File: src/rtl/fpga_cfg_pkg.sv
// Shared fixed-point format and GBM Monte-Carlo defaults for the pricing fabric.
package fpga_cfg_pkg;

  localparam int FP_WIDTH = 32;
  localparam int FP_QFRAC = 16;

  localparam int GBM_NUM_PATHS = 8;
  localparam int GBM_N_STEPS   = 16;

  // Per-run model parameters, latched once and shared with the step datapath.
  typedef struct packed {
    logic [FP_WIDTH-1:0] r;
    logic [FP_WIDTH-1:0] sigma;
    logic [FP_WIDTH-1:0] dt;
  } gbm_params_t;

endpackage

File: src/rtl/gbm_path_sequencer.sv
// Round-robin issue of GBM step transactions over NUM_PATHS interleaved paths,
// feeding each returned price back as that path's next spot and streaming
// every (path, step, price) record downstream.
module gbm_path_sequencer
  import fpga_cfg_pkg::*;
#(
  parameter int WIDTH     = FP_WIDTH,
  parameter int QFRAC     = FP_QFRAC,
  parameter int NUM_PATHS = GBM_NUM_PATHS,
  parameter int N_STEPS   = GBM_N_STEPS,
  localparam int PW       = (NUM_PATHS > 1) ? $clog2(NUM_PATHS) : 1,
  localparam int SW       = $clog2(N_STEPS + 1)
) (
  input  logic             clk,
  input  logic             rst_n,
  input  logic             start,
  input  logic [WIDTH-1:0] S0,
  input  logic [WIDTH-1:0] r,
  input  logic [WIDTH-1:0] sigma,
  input  logic [WIDTH-1:0] dt,
  input  logic             z_valid,
  output logic             z_ready,
  input  logic [WIDTH-1:0] z_in,
  output logic             step_valid,
  input  logic             step_ready,
  output logic [WIDTH-1:0] step_z,
  output logic [WIDTH-1:0] step_S,
  output logic [WIDTH-1:0] step_r,
  output logic [WIDTH-1:0] step_sigma,
  output logic [WIDTH-1:0] step_dt,
  input  logic             res_valid,
  output logic             res_ready,
  input  logic [WIDTH-1:0] res_S,
  output logic             path_valid,
  input  logic             path_ready,
  output logic [PW-1:0]    path_idx,
  output logic [SW-1:0]    step_idx,
  output logic [WIDTH-1:0] path_S,
  output logic             path_last,
  output logic             busy,
  output logic             done
);

  if (QFRAC >= WIDTH) begin : g_bad_fmt
    $error("gbm_path_sequencer: QFRAC must be smaller than WIDTH");
  end

  localparam logic [PW-1:0] LAST_PATH = PW'(NUM_PATHS - 1);
  localparam logic [SW-1:0] STEPS     = SW'(N_STEPS);
  localparam logic [SW-1:0] LAST_STEP = SW'(N_STEPS - 1);

  typedef enum logic {ST_IDLE, ST_RUN} state_t;

  state_t               r_state;
  logic [PW-1:0]        r_issue_path;
  logic [SW-1:0]        r_issue_step;
  logic [PW-1:0]        r_ret_path;
  logic [SW-1:0]        r_ret_step;
  logic [NUM_PATHS-1:0] r_pending;
  logic [WIDTH-1:0]     r_r;
  logic [WIDTH-1:0]     r_sigma;
  logic [WIDTH-1:0]     r_dt;
  logic                 r_done;
  logic [WIDTH-1:0]     r_smem [NUM_PATHS];

  logic                 w_run;
  logic                 w_can_issue;
  logic                 w_fire;
  logic                 w_ret_hs;
  logic                 w_last_rec;
  logic [NUM_PATHS-1:0] w_set;
  logic [NUM_PATHS-1:0] w_clr;

  // Issue/return qualification; all outputs are forced low outside RUN.
  always_comb begin
    w_run       = (r_state == ST_RUN);
    w_can_issue = w_run && !r_pending[r_issue_path] && (r_issue_step < STEPS);
    w_fire      = w_can_issue && z_valid && step_ready;
    w_ret_hs    = w_run && res_valid && path_ready;
    w_last_rec  = (r_ret_path == LAST_PATH) && (r_ret_step == LAST_STEP);
    w_set       = w_fire   ? (NUM_PATHS'(1) << r_issue_path) : '0;
    w_clr       = w_ret_hs ? (NUM_PATHS'(1) << r_ret_path)   : '0;
  end

  // Transaction payload and downstream record, pass-through from current state.
  always_comb begin
    step_valid = w_can_issue && z_valid;
    z_ready    = w_can_issue && step_ready;
    step_z     = w_run ? z_in : '0;
    step_S     = w_run ? r_smem[r_issue_path] : '0;
    step_r     = r_r;
    step_sigma = r_sigma;
    step_dt    = r_dt;
    res_ready  = w_run && path_ready;
    path_valid = w_run && res_valid;
    path_idx   = w_run ? r_ret_path : '0;
    step_idx   = w_run ? r_ret_step + SW'(1) : '0;
    path_S     = w_run ? res_S : '0;
    path_last  = w_run && w_last_rec;
    busy       = w_run;
    done       = r_done;
  end

  // Run control FSM: parameter latch, issue/return counters, pending flags.
  // A path is only issued while its pending bit is clear, so the set and clear
  // masks never hit the same bit in one cycle.
  always_ff @(posedge clk or negedge rst_n) begin
    if (!rst_n) begin
      r_state      <= ST_IDLE;
      r_issue_path <= '0;
      r_issue_step <= '0;
      r_ret_path   <= '0;
      r_ret_step   <= '0;
      r_pending    <= '0;
      r_r          <= '0;
      r_sigma      <= '0;
      r_dt         <= '0;
      r_done       <= 1'b0;
    end else begin
      r_done <= 1'b0;
      case (r_state)
        ST_IDLE: begin
          if (start) begin
            r_state      <= ST_RUN;
            r_r          <= r;
            r_sigma      <= sigma;
            r_dt         <= dt;
            r_issue_path <= '0;
            r_issue_step <= '0;
            r_ret_path   <= '0;
            r_ret_step   <= '0;
            r_pending    <= '0;
          end
        end
        ST_RUN: begin
          r_pending <= (r_pending | w_set) & ~w_clr;
          if (w_fire) begin
            if (r_issue_path == LAST_PATH) begin
              r_issue_path <= '0;
              r_issue_step <= r_issue_step + SW'(1);
            end else begin
              r_issue_path <= r_issue_path + PW'(1);
            end
          end
          if (w_ret_hs) begin
            if (r_ret_path == LAST_PATH) begin
              r_ret_path <= '0;
              r_ret_step <= r_ret_step + SW'(1);
            end else begin
              r_ret_path <= r_ret_path + PW'(1);
            end
            if (w_last_rec) begin
              r_state <= ST_IDLE;
              r_done  <= 1'b1;
            end
          end
        end
        default: r_state <= ST_IDLE;
      endcase
    end
  end

  // Per-path spot store: seeded with S0 on start, overwritten by each result.
  always_ff @(posedge clk) begin
    if (r_state == ST_IDLE && start) begin
      for (int unsigned p = 0; p < NUM_PATHS; p++) begin
        r_smem[p] <= S0;
      end
    end else if (w_ret_hs) begin
      r_smem[r_ret_path] <= res_S;
    end
  end

endmodule

File: config.mk
export PLATFORM = sky130hd
export DESIGN_NAME = gbm_path_sequencer
export DESIGN_NICKNAME = d
export VERILOG_FILES = /design/src/rtl/fpga_cfg_pkg.sv /design/src/rtl/gbm_path_sequencer.sv
export SDC_FILE = /design/constraint.sdc
export NUM_CORES = 1
export LEC_CHECK = 0
export ABC_AREA = 0
export ABC_CLOCK_PERIOD_IN_PS = 5800
export CAP_MARGIN = 20
export CORE_UTILIZATION = 55
export DETAILED_ROUTE_END_ITERATION = 12
export HOLD_SLACK_MARGIN = 0.05
export PLACE_DENSITY = 0.94
export SLEW_MARGIN = 40
export SYNTH_ARGS = -nofsm -noshare
export SYNTH_HDL_FRONTEND = slang
export SYNTH_SLANG_ARGS = --single-unit
File: constraint.sdc
create_clock -name clk -period 5.8 [get_ports clk]
set_input_delay 1.16 -clock clk [delete_from_list [all_inputs] [get_ports clk]]
set_output_delay 1.16 -clock clk [all_outputs]
set_load 0.05 [all_outputs]
==> summary.txt, run 1 <==
Status
  – Status: completed

Global route
  – Initial antenna violation count: 5
  – Number of global-route vias before repair: between 10,000 and 15,000
  – Overflow after GRT: 0
  – Pin count of the biggest net entering global routing: 79
  – First-pass GRT wire length: around 77 mm
  – Total GRT Usage: 0.299

Floorplan
  – Core footprint: approximately 33,000 um2
  – Die H: roughly 190 um
  – Die area: between 30,000 and 40,000 um2
  – Die W: 185 um
  – Starting Density: 0.562
  – Num rows: 66
  – I/O pin cnt: about 400

Placed design
  – I/O Buffers: between 400 and 500
  – Pre-CTS WS: 1.74 ns
  – Final HPWL DP: about 34 mm
  – Placed cells: between 2,000 and 2,500
  – Final Wtd Congestion: approximately 0.85

Drt
  – # DRC: 0
  – Top layer used by detailed routing: met5
  – Via density: ~5.8
  – Initial DRC Count: 960
  – Pre-Repair DR Iteration Count: 5
  – Routed wire length: 51.7 mm
  – Post-route ant nets: 0
  – Wl on met1: 18.7 mm
  – Met3 Wirelength: 4.26 mm
  – Drt wl/cell: roughly 23 um
  – WL met2: ~26 mm
  – Via count: ~13,000

Timing
  – RSZ-0062 raised after global routing: no
  – Hold Slack: between 0.4 and 0.5 ns
  – Fin. max-slew vios: 0
  – Max frequency: around 0.22 GHz
  – Slew at the pin with the worst max-slew slack: between 0.8 and 0.9 ns
  – Sum Neg Setup Slack: 0 ns
  – Worst Clk Skew: approximately 0.021 ns
  – Final Hold Viols: 0
  – Worst slew margin: 0.451
  – Minimum clock period: approximately 4.6 ns
  – Final worst slack: ~1.2 ns
  – Final cycle utilization of the critical path: 0.793
  – Setup violators final: 0

Synth
  – Syn. warnings: 0
  – Seq/Total Area, Yosys: 0.583
  – Most used DFF post-synth: edfxtp_1
  – Mean Syn Cell Area: ~13 um2
  – Cell count after synthesis: 1,377
  – Post-synth ARST share: 0.323
  – Post-synthesis cell type count: 42
  – Cell Area, Synth: between 15,000 and 20,000 um2
  – Post-synth EDFFs: 256
  – Post-Syn Nets: 1,591
  – Post-synthesis register bit count: 378

Clock network
  – Cts repair resizes: 0
  – CTS buffer count: 40
  – CTS root buf: clkbuf_16
  – Clock-pin slew on the worst setup and hold paths: ~0.060 ns
  – CTS sink count: 378
  – H-tree Lvls: 2
  – Clk buf depth: 3
  – Post-cts hold buffer count: 0
  – Setup repair bufs after CTS: 0
  – CTS tree: done
  – Worst skew pair latency: between 0.5 and 0.6 ns

Cells and area
  – Highest-count cells in the layout ignoring fill and taps: 404 x clkdlybuf4s50_1, 369 x nand2_1, 256 x edfxtp_1
  – Final std cells w/o fill: approximately 2,200
  – FILL cells: around 1,900
  – Area delta synth->final: 31.4%
  – Layout cells sized above 1: 0.238
  – Commonest non-fill, non-tap cell in the layout: clkdlybuf4s50_1
  – Final Net Count: around 2,000

Critical path
  – Critical Path End Type: output port
  – Crit path launch: r_issue_path[1]
  – Setup crit start kind: register
  – R2r endpoint: r_smem[7][2]
  – Critical Path Max Stage Delay: 0.85 ns
  – Arr. time, crit path: 3.44 ns
  – Critical Path, Cell by Cell: buf_4 > mux4_2 > nand2_1 > a21oi_1 > clkdlybuf4s50_1
  – CP top delay family: buffers and inverters
  – Max FO, Critical Path: 43
  – Worst r2r src: busy
  – WP data required: between 4 and 5 ns
  – Worst setup path category: register to output port
  – R2R cell count: 6
  – CP max-delay cell: dfrtp_4
  – Worst Path Buf+Inv: 2
  – Reg2reg setup slack: around 2.7 ns

Flow run
  – Number of max-cap violations: 0

Power
  – P_sw: roughly 3.5 mW
  – Leakage power: a little over 9 nW
  – Logic pwr share: 0.387
  – Clock power share: 0.257
  – Sequential Power Share: 0.356
  – Total chip power: 9.61 mW
  – Sw frac: 0.368
  – Internal power: between 6 and 7 mW
  – Maximum VDD drop: approximately 0.31 mV
  – Power per cell area: roughly 400 nW/um2

Worst hold path
  – Hold path startpoint: step_dt[8]
  – Min-Delay Path Depth: 2
  – Hold crit path type: register to register
  – Min-Delay Endpoint: step_dt[8]
-- cells in the mapped netlist (2+ instances only) --
| library cell | count | area share |
|---|---|---|
| a21oi_1 | 34 | 0.0092 |
| nor3_4 | 2 | 0.0018 |
| buf_1 | 5 | 0.0010 |
| a41oi_1 | 6 | 0.0029 |
| buf_2 | 25 | 0.0068 |
| and2_1 | 69 | 0.023 |
| inv_1 | 5 | 0.0010 |
| o31ai_1 | 2 | 0.00081 |
| and3_1 | 4 | 0.0014 |
| dfrtp_1 | 122 | 0.17 |
| edfxtp_1 | 256 | 0.42 |
| nand2b_1 | 11 | 0.0037 |
| mux2_1 | 10 | 0.0061 |
| a221oi_1 | 6 | 0.0029 |
| nand2_1 | 373 | 0.076 |
| buf_6 | 4 | 0.0024 |
| nand3_1 | 5 | 0.0014 |
| mux2_2 | 249 | 0.15 |
| inv_2 | 4 | 0.00081 |
| nand2_2 | 2 | 0.00068 |
| nor2_1 | 13 | 0.0026 |
| o21ai_0 | 9 | 0.0024 |
| xor2_1 | 2 | 0.00095 |
| buf_4 | 17 | 0.0069 |
| nor2_2 | 4 | 0.0014 |
| mux2i_1 | 9 | 0.0049 |
| clkbuf_1 | 34 | 0.0069 |
| ha_1 | 15 | 0.010 |
| clkbuf_2 | 2 | 0.00054 |
| nand4b_1 | 2 | 0.00095 |
| mux4_2 | 65 | 0.079 |
-- state kept, by name, indices dropped and copies added (netlist names) --
register      cells
busy              1
done              1
r_issue_path      3
r_issue_step      5
r_pending         8
r_ret_path        3
r_ret_step        5
r_smem          256
step_dt          32
step_r           32
step_sigma       32
-- per-stage QoR --
| stage | instance area (um2) | utilization |
|---|---|---|
| 6_report | 24200 | 0.739 |
| 5_1_grt | 24200 | 0.739 |
| 2_1_floorplan | 18400 | - |
| 3_5_place_dp | 22900 | 0.699 |
| 4_1_cts | 24200 | 0.738 |
| 3_3_place_gp | 22800 | 0.695 |
-- area by class of cell --
type                       instances  area, um2  share of cell area
clock buffer                      57       1190              0.0491
tap                              442        553              0.0228
sequential                       378      10700               0.444
timing repair buffer             423       4270               0.176
multi-input combinational        903       7320               0.302
clock inverter                    17       95.1             0.00393
inverter                           9       36.3             0.00150
antenna                            3       7.51            0.000310
-- logic make-up (layout without fill, tap and decap cells) --
family	after synthesis	count (layout)	share of synthesized area
buf+inv	96	506	0.0265
mux	333	333	0.242
other cells	0	3	0
fa+ha+maj	15	15	0.0102
simple gates	494	494	0.118
xor+xnor	3	3	0.00143
compound gates	58	58	0.0185
flops	378	378	0.583
-- worst max-delay path by stage --
stage,cells after the start,end,slack (ns)
finish,5,step_S[21],1.20
global route,5,step_S[20],1.09
CTS,5,step_S[20],1.17
detailed placement,5,step_S[20],1.74
global placement,5,r_smem[0][14],1.70
floorplan,3,r_smem[5][0],1.53
-- worst register-to-register path: cells and delay by family, from the launching register on --
| family | cells | cell delay [ns] |
|---|---|---|
| DFF | 1 | 0.35 |
| and+or+nand+nor | 4 | 1.38 |
| buffers and inverters | 2 | 1.05 |
-- metal layers --
metal / track usage / vias to the layer above
met3: 0.0680 / 147
li1: - / 5733
met2: 0.512 / 661
met1: 0.352 / 6429
met5: 0 / -
met4: 0.154 / 4
-- power groups by stage --
stage / clock [mW] / sequential (mW) / combinational (mW)
2_1_floorplan: 0 / 3.59 / 2.34
3_3_place_gp: 0 / 3.50 / 3.54
3_5_place_dp: 0 / 3.47 / 3.70
4_1_cts: 2.49 / 3.42 / 3.73
5_1_grt: 2.59 / 3.45 / 3.89
6_report: 2.47 / 3.42 / 3.72
No activity file was read; power rests on OpenSTA's default activity.
==> inputs of run 2 (changes only) <==
Settings changed: ABC_CLOCK_PERIOD_IN_PS 5800 to 4500, CORE_UTILIZATION 55 to 51, PLACE_DENSITY 0.94 to 0.88.
Clock period 5.8 ns to 4.5 ns, I/O delays scaled along.
==> run 2 against run 1 <==
Net effect:
- design area up 0.33%
- register-to-register slack lost 1.1 ns
- critical path depth unchanged
- critical path type unchanged
==> summary.txt, run 2 (synthesis gave the netlist of run 1 again) <==
Placed design
  – Final HPWL DP: 32.4 mm (was 33.6 mm)
  – I/O Buffers: 405 (unchanged)
  – Final Wtd Congestion: 0.817 (was 0.851)

Timing
  – RSZ-0062 raised after global routing: no (unchanged)
  – Worst Clk Skew: 0.0138 ns (was 0.0214 ns)
  – Sum Neg Setup Slack: 0 ns (unchanged)
  – Max frequency: between 0.2 and 0.25 GHz
  – Fin. max-slew vios: 0 (unchanged)
  – Final cycle utilization of the critical path: 0.911
  – Final Hold Viols: 0 (unchanged)
  – Hold Slack: 0.404 ns (was 0.475 ns)
  – Worst slew margin: 0.453 (was 0.451)
  – Setup violators final: 0 (unchanged)
  – Minimum clock period: between 4 and 5 ns
  – Slew at the pin with the worst max-slew slack: 0.821 ns (was 0.822 ns)

Global route
  – Pin count of the biggest net entering global routing: 109 (was 79)
  – Overflow after GRT: 0 (unchanged)
  – Number of global-route vias before repair: 13,200 (was 13,400)
  – Initial antenna violation count: 6 (was 5)
  – Total GRT Usage: 0.274 (was 0.299)
  – First-pass GRT wire length: 75.5 mm (was 76.8 mm)

Critical path
  – Arr. time, crit path: 3.20 ns (was 3.44 ns)
  – Worst setup path category: register to output port (unchanged)
  – Max FO, Critical Path: 34 (was 43)
  – WP data required: 3.60 ns (was 4.64 ns)
  – Critical Path End Type: output port (unchanged)
  – Critical Path Max Stage Delay: 0.86 ns (was 0.85 ns)
  – Worst r2r src: busy (unchanged)
  – Setup crit start kind: register (unchanged)
  – Crit path launch: r_issue_path[1] (unchanged)
  – Critical Path, Cell by Cell: buf_4 > mux4_2 > nand2_1 > a21oi_1 > clkdlybuf4s50_1 (unchanged)
  – CP max-delay cell: clkdlybuf4s50_1 (was dfrtp_4)

Power
  – Leakage power: 9.26 nW (was 9.22 nW)
  – Maximum VDD drop: 0.499 mV (was 0.310 mV)
  – Power per cell area: 508 nW/um2 (was 397 nW/um2)

Clock network
  – CTS root buf: clkbuf_16 (unchanged)
  – CTS sink count: 378 (unchanged)
  – Clock-pin slew on the worst setup and hold paths: 0.06 ns (about the same)
  – Post-cts hold buffer count: 0 (unchanged)
  – CTS buffer count: 40 (unchanged)
  – Cts repair resizes: 0 (unchanged)
  – Worst skew pair latency: 0.54 ns (was 0.53 ns)
  – CTS tree: done (unchanged)
  – Clk buf depth: 3 (unchanged)
  – H-tree Lvls: 2 (unchanged)
  – Setup repair bufs after CTS: 0 (unchanged)

Drt
  – Pre-Repair DR Iteration Count: 5 (unchanged)
  – Routed wire length: 51.2 mm (was 51.7 mm)
  – Drt wl/cell: 22.6 um (was 23.2 um)
  – Post-route ant nets: 0 (unchanged)
  – Initial DRC Count: 896 (was 960)
  – Via density: 5.74 (was 5.81)
  – Via count: 13,000 (about the same)
  – # DRC: 0 (unchanged)

Cells and area
  – Highest-count cells in the layout ignoring fill and taps: 404 x clkdlybuf4s50_1, 369 x nand2_1, 256 x edfxtp_1 (unchanged)
  – Max reg flops: 256 (unchanged)
  – Top reg by flops: r_smem (unchanged)
  – Area delta synth->final: 31.8% (was 31.4%)
  – Final Net Count: 1,984 (was 1,969)
  – Commonest non-fill, non-tap cell in the layout: clkdlybuf4s50_1 (unchanged)
  – Layout cells sized above 1: 0.244 (was 0.238)

Floorplan
  – Num rows: 69 (was 66)
  – Starting Density: 0.518 (was 0.562)
  – I/O pin cnt: 406 (unchanged)
  – Core footprint: 35,600 um2 (was 32,800 um2)
  – Die W: 192 um (was 185 um)
  – Die H: 192 um (was 185 um)
  – Die area: 36,900 um2 (was 34,300 um2)

Flow run
  – Number of max-cap violations: 0 (unchanged)

Status
  – Status: completed (unchanged)

Worst hold path
  – Hold crit path type: input port to asynchronous set/reset pin (was register to register)
[run 2: cell types whose count changed in the layout (fill, tap and decap cells not counted), moves of 3 or more]
| cell | delta |
|---|---|
| buf_4 | +13 |
| clkbuf_8 | -6 |
| buf_12 | +5 |
| nand2_2 | +4 |
| nand2_4 | -4 |
| nand2b_2 | +4 |
| nand2b_4 | -4 |
| bufinv_16 | +3 |
| clkinv_1 | +3 |
[run 2: critical path, delay by kind of cell (launching register included)]
family / cells / cell delay (ns)
AOI/OAI and AO/OA: 1 / 0.31
muxes: 1 / 0.23
DFF: 1 / 0.80
buffers and inverters: 2 / 1.23
and+or+nand+nor: 1 / 0.07
[run 2: per-stage QoR]
| step | utilization | cell area [um2] | instances | total power [mW] | setup WS [ns] |
|---|---|---|---|---|---|
| CTS | 0.683 | 24300 | 2262 | 12.4 | 0.423 |
| global placement | 0.647 | 23000 | 2189 | 9.14 | 1.01 |
| detailed placement | 0.648 | 23000 | 2189 | 9.23 | 0.993 |
| floorplan | - | 18400 | 1377 | 7.65 | 0.489 |
| finish | 0.683 | 24300 | 2265 | 12.4 | 0.400 |
| global route | 0.683 | 24300 | 2263 | 12.8 | 0.307 |
[run 2: final cells by class]
cell class	count	area, um2
Fill cell	2407	11300
Sequential cell	378	10800
Multi-Input combinational cell	903	7280
Timing Repair Buffer	438	4390
Clock buffer	47	1050
Tap cell	461	577
Clock inverter	26	209
Inverter	9	33.8
Antenna cell	3	7.51
[run 2: metal layers]
metal,GRT usage,wire [um],part of all wire,up-vias
met2,0.470,25500,0.50,650
met1,0.340,19500,0.38,6466
met3,0.0510,4390,0.086,116
met4,0.110,1750,0.034,4
met5,0,31,0.00061,-
li1,-,-,-,5757
[run 2: power breakdown]
part	switching, mW	internal (mW)	leakage, nW
clock network	1.35	1.84	0.625
registers	0.245	4.09	3.85
logic	2.93	1.90	4.78
total	4.52	7.83	9.26
[run 2: worst paths after layout]
check	end	slack [ns]	cells after the start
hold reg to reg	step_sigma[31]	0.48	2
max in group asynchronous	step_sigma[7]	3.38	2
setup / recovery	step_S[14]	0.40	5
setup reg to reg	r_smem[6][14]	1.53	6
hold / removal	step_sigma[25]	0.40	1
min in group clk	step_sigma[31]	0.48	2
==> RTL edit 1, RTL diff (flow settings as in run 2) <==
`FP_WIDTH`: 32 -> 36.
--- a/src/rtl/fpga_cfg_pkg.sv
+++ b/src/rtl/fpga_cfg_pkg.sv
@@ -1,7 +1,7 @@
 // Shared fixed-point format and GBM Monte-Carlo defaults for the pricing fabric.
 package fpga_cfg_pkg;
 
-  localparam int FP_WIDTH = 32;
+  localparam int FP_WIDTH = 36;
   localparam int FP_QFRAC = 16;
 
   localparam int GBM_NUM_PATHS = 8;
Interface: changed (12 resized); port bits go from 406 to 454. No check against the original RTL was run, so the function may have changed too.
==> RTL edit 1 against run 2 <==
- critical path depth unchanged
- cell area is 11% higher
- sequential cell count increased by 44
- worst setup slack worse by 0.11 ns
- register-to-register slack improved by 0.19 ns
- global-route usage up 1.6 points
- power up 11%
- core utilization shrank 0.30 points
- non-clock buffer count increased by 50
- clock skew increased by 0.013 ns
- final cell count up 11%
- synthesized area increased by 11%
- routed wire length grew 16%
- die area increased by 11%
- largest cell class unchanged
- largest power group unchanged
==> RTL edit 1: results (changes against run 2) <==
The run finished with clean final reports. The pin count of the biggest net entering global routing is 110 (+0.92%). The worst setup skew after layout is 0.0267 ns (+0.0129 ns). The final HPWL from detailed placement is 38400 um (+18%). The actual transition at the worst max-transition pin was 0.738 ns (-0.0827 ns).

The detailed router's first-iteration violation count came out at 991 (+11%). The worst hold path belongs to the class in2async. The final hold slack came out at 0.335 ns (-0.0686 ns).

The static leakage came to 10.2 nW (+11%). The flop-to-flop setup slack is 1.72 ns (+0.19 ns). The maximum root-to-sink buffer count is 3 (unchanged). The via count of the first global-routing pass was 14866 (+13%). The overall routed net length came out at 59300 um (+16%).

The pre-CTS worst setup slack is 0.840 ns (-0.153 ns). The synthesized net count was 1761 (+11%). The worst supply voltage drop on vdd is 0.475 mV (-4.8%).

The post-cts repair resize count came to 0 (unchanged). The clock slew seen by the registers of the worst setup and hold paths is 0.06 ns (about the same). The worst path arrival time came out at 3.31 ns (+0.11 ns).

Ranked by flip-flop count, first place goes to r_smem. The sequential share of the synthesized area is 0.584 (+0.00182). The maximum achievable frequency was 237 MHz (-2.6%). The initial antenna violation count is 9 (+3). The post-CTS repair timing setup buffer count came out at 0 (unchanged). The proportion of synthesized flip-flops having asynchronous set or reset came to 0.318 (-0.00522). The maximum level of the CTS H-tree came out at 2 (unchanged). The post-synthesis cell type count is 40 (-4.8%). The final RePlAce weighted congestion came out at 0.887 (+8.6%).

The cell sitting at the root of the clock tree is a clkbuf_16. The wire length of the first global-routing pass was 89000 um (+18%). The number of optimization iterations in the first detailed-route pass is 5 (unchanged). The number of enable-type register cells in the synthesized netlist is 288 (+13%).

The routed via count divided by cell count is 5.66 (-1.4%). The source-to-sink clock delay at the later pin of the worst-skew pair came to 0.59 ns (+0.05 ns). The number of filler cells placed in the layout came to 2702 (+12%). The overall routing resource usage came out at 0.290 (+0.0160).

The switching power is 5.04 mW (+11%). The number of nets in the finished design came out at 2204 (+11%). The longest individual stage delay on the worst path is 0.88 ns (+0.02 ns).

The clock buffer count from CTS came out at 46 (+15%). The flip-flop count of the largest register, all copies and words added is 288 (+13%). The logic depth of the worst register-to-register path came to 6 (unchanged). The number of warnings issued by yosys came to 0 (unchanged). Ranked by total cell area, the synthesized netlist is headed by edfxtp_1, dfrtp_1, mux2_2, mux4_2, nand2_1. The slowest stage of the critical path is the dfrtp_4 cell.

The category of cells accounting for the largest share of critical-path delay is buffers and inverters. In this run the critical register-to-register path is captured at r_smem[0][2]. The share of layout cells above drive strength 1 came to 0.237 (-0.00628). Ranked by instance count, the synthesized netlist is headed by nand2_1, edfxtp_1, mux2_2. The worst register-to-register path begins at busy. The count of buffers inserted at the top-level ports came out at 453 (+12%). The top fanout value on the critical path came out at 41 (+21%).
==> RTL edit 1: cell count changes in the layout (fill, tap and decap cells not counted), moves of 7 or more <==
cell	delta
and2_1	+9
clkbuf_1	+8
clkdlybuf4s50_1	+47
clkinv_2	-7
dfrtp_1	+12
edfxtp_1	+32
mux2_2	+28
mux4_2	+8
nand2_1	+45
==> RTL edit 1: routing by layer <==
| metal | up-vias | routed length (um) | track usage |
|---|---|---|---|
| met5 | - | 69 | 0 |
| met4 | 10 | 2320 | 0.127 |
| met3 | 111 | 4190 | 0.0647 |
| met2 | 568 | 30900 | 0.511 |
| met1 | 7181 | 21900 | 0.337 |
| li1 | 6413 | - | - |
==> RTL edit 1: cell families (layout without fill, tap and decap cells) <==
kind of cell,after synthesis,count (layout),synth area share
flip-flops,422,422,0.584
multiplexers,372,372,0.244
other,0,4,0
buffers and inverters,101,574,0.0261
adder cells (fa/ha/maj),15,15,0.00914
XOR/XNOR,3,3,0.00128
AO/OA/AOI/OAI,63,63,0.0180
AND/OR/NAND/NOR,547,547,0.118
==> RTL edit 1: worst max path at each step <==
stage	from	end	cells after the start
global route	r_issue_path[1]	step_S[33]	5
finish	r_issue_path[1]	step_S[35]	5
detailed placement	r_issue_path[1]	step_S[35]	5
floorplan	res_valid	r_smem[5][0]	3
CTS	r_issue_path[1]	step_S[35]	5
global placement	r_issue_path[1]	step_S[35]	5
==> RTL edit 1: cell type report <==
cell class / instances / share of cell area
flip-flops and latches: 422 / 0.444
multi-input cells: 1000 / 0.298
repair buffers: 488 / 0.181
clock buffers: 65 / 0.0475
well taps: 525 / 0.0243
clock inverters: 13 / 0.00324
inverters: 8 / 0.00111
diodes: 4 / 0.000370
==> RTL edit 1: power by group through the flow <==
stage	sequential (mW)	clock, mW	combinational [mW]
6_report	4.89	3.51	5.34
5_1_grt	4.92	3.70	5.61
4_1_cts	4.88	3.56	5.38
3_5_place_dp	4.96	0	5.34
3_3_place_gp	4.94	0	5.28
2_1_floorplan	5.17	0	3.30
==> RTL edit 1: metrics by stage <==
step / area (um2) / std cells
2_1_floorplan: 20500 / 1523
3_3_place_gp: 25600 / 2443
3_5_place_dp: 25600 / 2443
4_1_cts: 27000 / 2521
5_1_grt: 27000 / 2523
6_report: 27000 / 2525
==> RTL edit 2, RTL diff (settings of run 2) <==
Without the edit above. Make the reset (`rst_n`) synchronous in one clocked block.
--- a/src/rtl/gbm_path_sequencer.sv
+++ b/src/rtl/gbm_path_sequencer.sv
@@ -104,7 +104,7 @@
   // Run control FSM: parameter latch, issue/return counters, pending flags.
   // A path is only issued while its pending bit is clear, so the set and clear
   // masks never hit the same bit in one cycle.
-  always_ff @(posedge clk or negedge rst_n) begin
+  always_ff @(posedge clk) begin
     if (!rst_n) begin
       r_state      <= ST_IDLE;
       r_issue_path <= '0;
Formal check against the unedited RTL: not equivalent (a bounded check fails within 4 cycles, from zero or initial values and one cycle with rst_n low; the reset may be asserted at any time).
==> RTL edit 2 against run 2 <==
- synthesized cell count is 0.51% higher
- non-clock buffer count increased by 2
- cell area is 1.0% lower
- highest routed layer is now met4
- count of clock-buffer cells in the layout grew 14
- critical path type unchanged
- routed wire length decreased by 0.88%
- global-route usage grew 0.11 points
- synthesized area shrank 1.4%
- worst setup slack better by 0.17 ns
- sequential cell count is 3 higher
- critical path depth unchanged
Power is not compared: it rests on default switching activity, and its combinational part moved more than twofold at a synthesized area within 25%.
==> RTL edit 2: results (changes against run 2) <==
The flow ran to the end, and the final reports show no timing, DRC or antenna violations. The tightest min-delay check is of the reg2reg type. The sequential share of the synthesized area is 0.561 (-0.0220). The initial antenna violation count is 2 (-4). The worst path arrival time is 3.03 ns (-0.17 ns). The number of warnings issued by yosys was 0 (unchanged). The maximum root-to-sink buffer count came out at 3 (unchanged).

The worst setup skew after layout is 0.0128 ns (-0.000931 ns). The routed via count is 13024 (+0.24%). The share of layout cells above drive strength 1 is 0.242 (-0.00168). The actual transition at the worst max-transition pin is 0.821 ns (+0.000116 ns). The maximum level of the CTS H-tree came out at 2 (unchanged). The wire length of the first global-routing pass came out at 75900 um (+0.52%). The post-CTS repair timing setup buffer count is 0 (unchanged).

The proportion of synthesized flip-flops having asynchronous set or reset came out at 0 (-0.323). The overall routed net length is 50700 um (-0.88%). The final RePlAce weighted congestion is 0.816 (-0.16%).

The root buffer cell chosen for the clock tree is clkbuf_16. The pre-CTS worst setup slack came out at 0.987 ns (-0.00555 ns). In the post-synthesis netlist, the biggest area contributors are edfxtp_1, mux2_2, dfxtp_1, mux4_2, nand2_1. The number of cells traversed by the worst hold path is 2. The post-synthesis cell type count came out at 48 (+14%). The detailed router's first-iteration violation count is 933 (+4.1%). The worst supply voltage drop on vdd is roughly 0.29 mV. The number of nets in the finished design came out at 1982 (-0.10%).

The pin count of the biggest net entering global routing came out at 109 (unchanged). The flop and latch count out of synthesis is 381 (+0.79%). The post-cts repair resize count came out at 0 (unchanged).

The top fanout value on the critical path is 21 (-38%). The via count of the first global-routing pass came out at 13586 (+3.3%). The count of buffers inserted at the top-level ports came out at 405 (unchanged). The number of filler cells placed in the layout came out at 2332 (-3.1%). For this run, the leading register cell type out of synthesis is edfxtp_1. The synthesized net count came out at 1598 (+0.44%). The final HPWL from detailed placement came to 32900 um (+1.5%).

The clock slew seen by the registers of the worst setup and hold paths is 0.06 ns (about the same). Counting instances in the post-synthesis netlist gives the leading cell types as mux2_2, edfxtp_1, nand2_1. The overall routing resource usage is 0.275 (+0.00111).
RTL edit 2: changes by cell type in the layout (fill, tap and decap cells not counted), moves of 10 or more:
cell / delta
mux2i_1: +29
nand2_1: -159
mux2_1: -10
nor2b_1: +37
a21oi_1: +71
clkbuf_1: +12
dfxtp_1: +121
dfrtp_1: -118
RTL edit 2: layout make-up:
type,count,area [um2],area share
clock inverters,10,51.3,0.00213
well taps,455,569,0.0237
inverters,11,42.5,0.00177
diodes,2,5.00,0.000208
flip-flops and latches,381,10200,0.424
clock buffers,61,1130,0.0471
multi-input cells,894,7620,0.317
repair buffers,440,4430,0.184
RTL edit 2: worst paths after layout:
path	start	endpoint	slack [ns]
worst min-delay path	step_dt[27]	step_dt[27]	0.45
worst min register to register	step_dt[27]	step_dt[27]	0.45
worst max register to register	busy	r_smem[7][12]	1.54
worst max-delay path	register	step_S[8]	0.57
RTL edit 2: logic make-up (layout without fill, tap and decap cells):
group	after synthesis	count (layout)	share of synthesized area
flops	381	381	0.561
other cells	0	2	0
fa+ha+maj	15	15	0.0103
buf+inv	109	522	0.0258
xor+xnor	2	2	0.000964
mux	361	361	0.261
simple gates	382	382	0.101
compound gates	134	134	0.0403
RTL edit 2: per-layer routing:
layer	share of wire	global-route usage	wire, um	vias to the layer above
met5	0	0	0	-
met4	0.045	0.122	2260	0
met3	0.084	0.0605	4240	111
met2	0.50	0.480	25500	628
met1	0.37	0.322	18800	6438
li1	-	-	-	5847
RTL edit 2: worst max-delay path, cell delays in order (launching register included):
cell	delay, ns
dfxtp_4	0.49
buf_4	0.44
mux4_2	0.56
mux2i_1	0.23
nor2b_1	0.07
clkdlybuf4s50_1	0.70
RTL edit 2: stage by stage:
step | cell area [um2] | utilization | hold slack, ns | power [mW] | std cells
after global placement | 22800 | 0.656 | 0.440 | 5.37 | 2180
after floorplan | 18200 | - | 0.431 | 4.82 | 1384
after global routing | 24000 | 0.691 | 0.479 | 8.65 | 2253
after CTS | 24000 | 0.690 | 0.454 | 8.45 | 2251
final | 24000 | 0.691 | 0.453 | 8.41 | 2254
after detailed placement | 22800 | 0.656 | 0.446 | 5.41 | 2180
RTL edit 2: power by group through the flow:
| stage | Clock, mW | Combinational (mW) | Sequential, mW |
|---|---|---|---|
| floorplan | 0 | 0.583 | 4.24 |
| global placement | 0 | 1.29 | 4.08 |
| detailed placement | 0 | 1.32 | 4.10 |
| CTS | 3.10 | 1.33 | 4.03 |
| global route | 3.22 | 1.39 | 4.04 |
| finish | 3.06 | 1.33 | 4.02 |
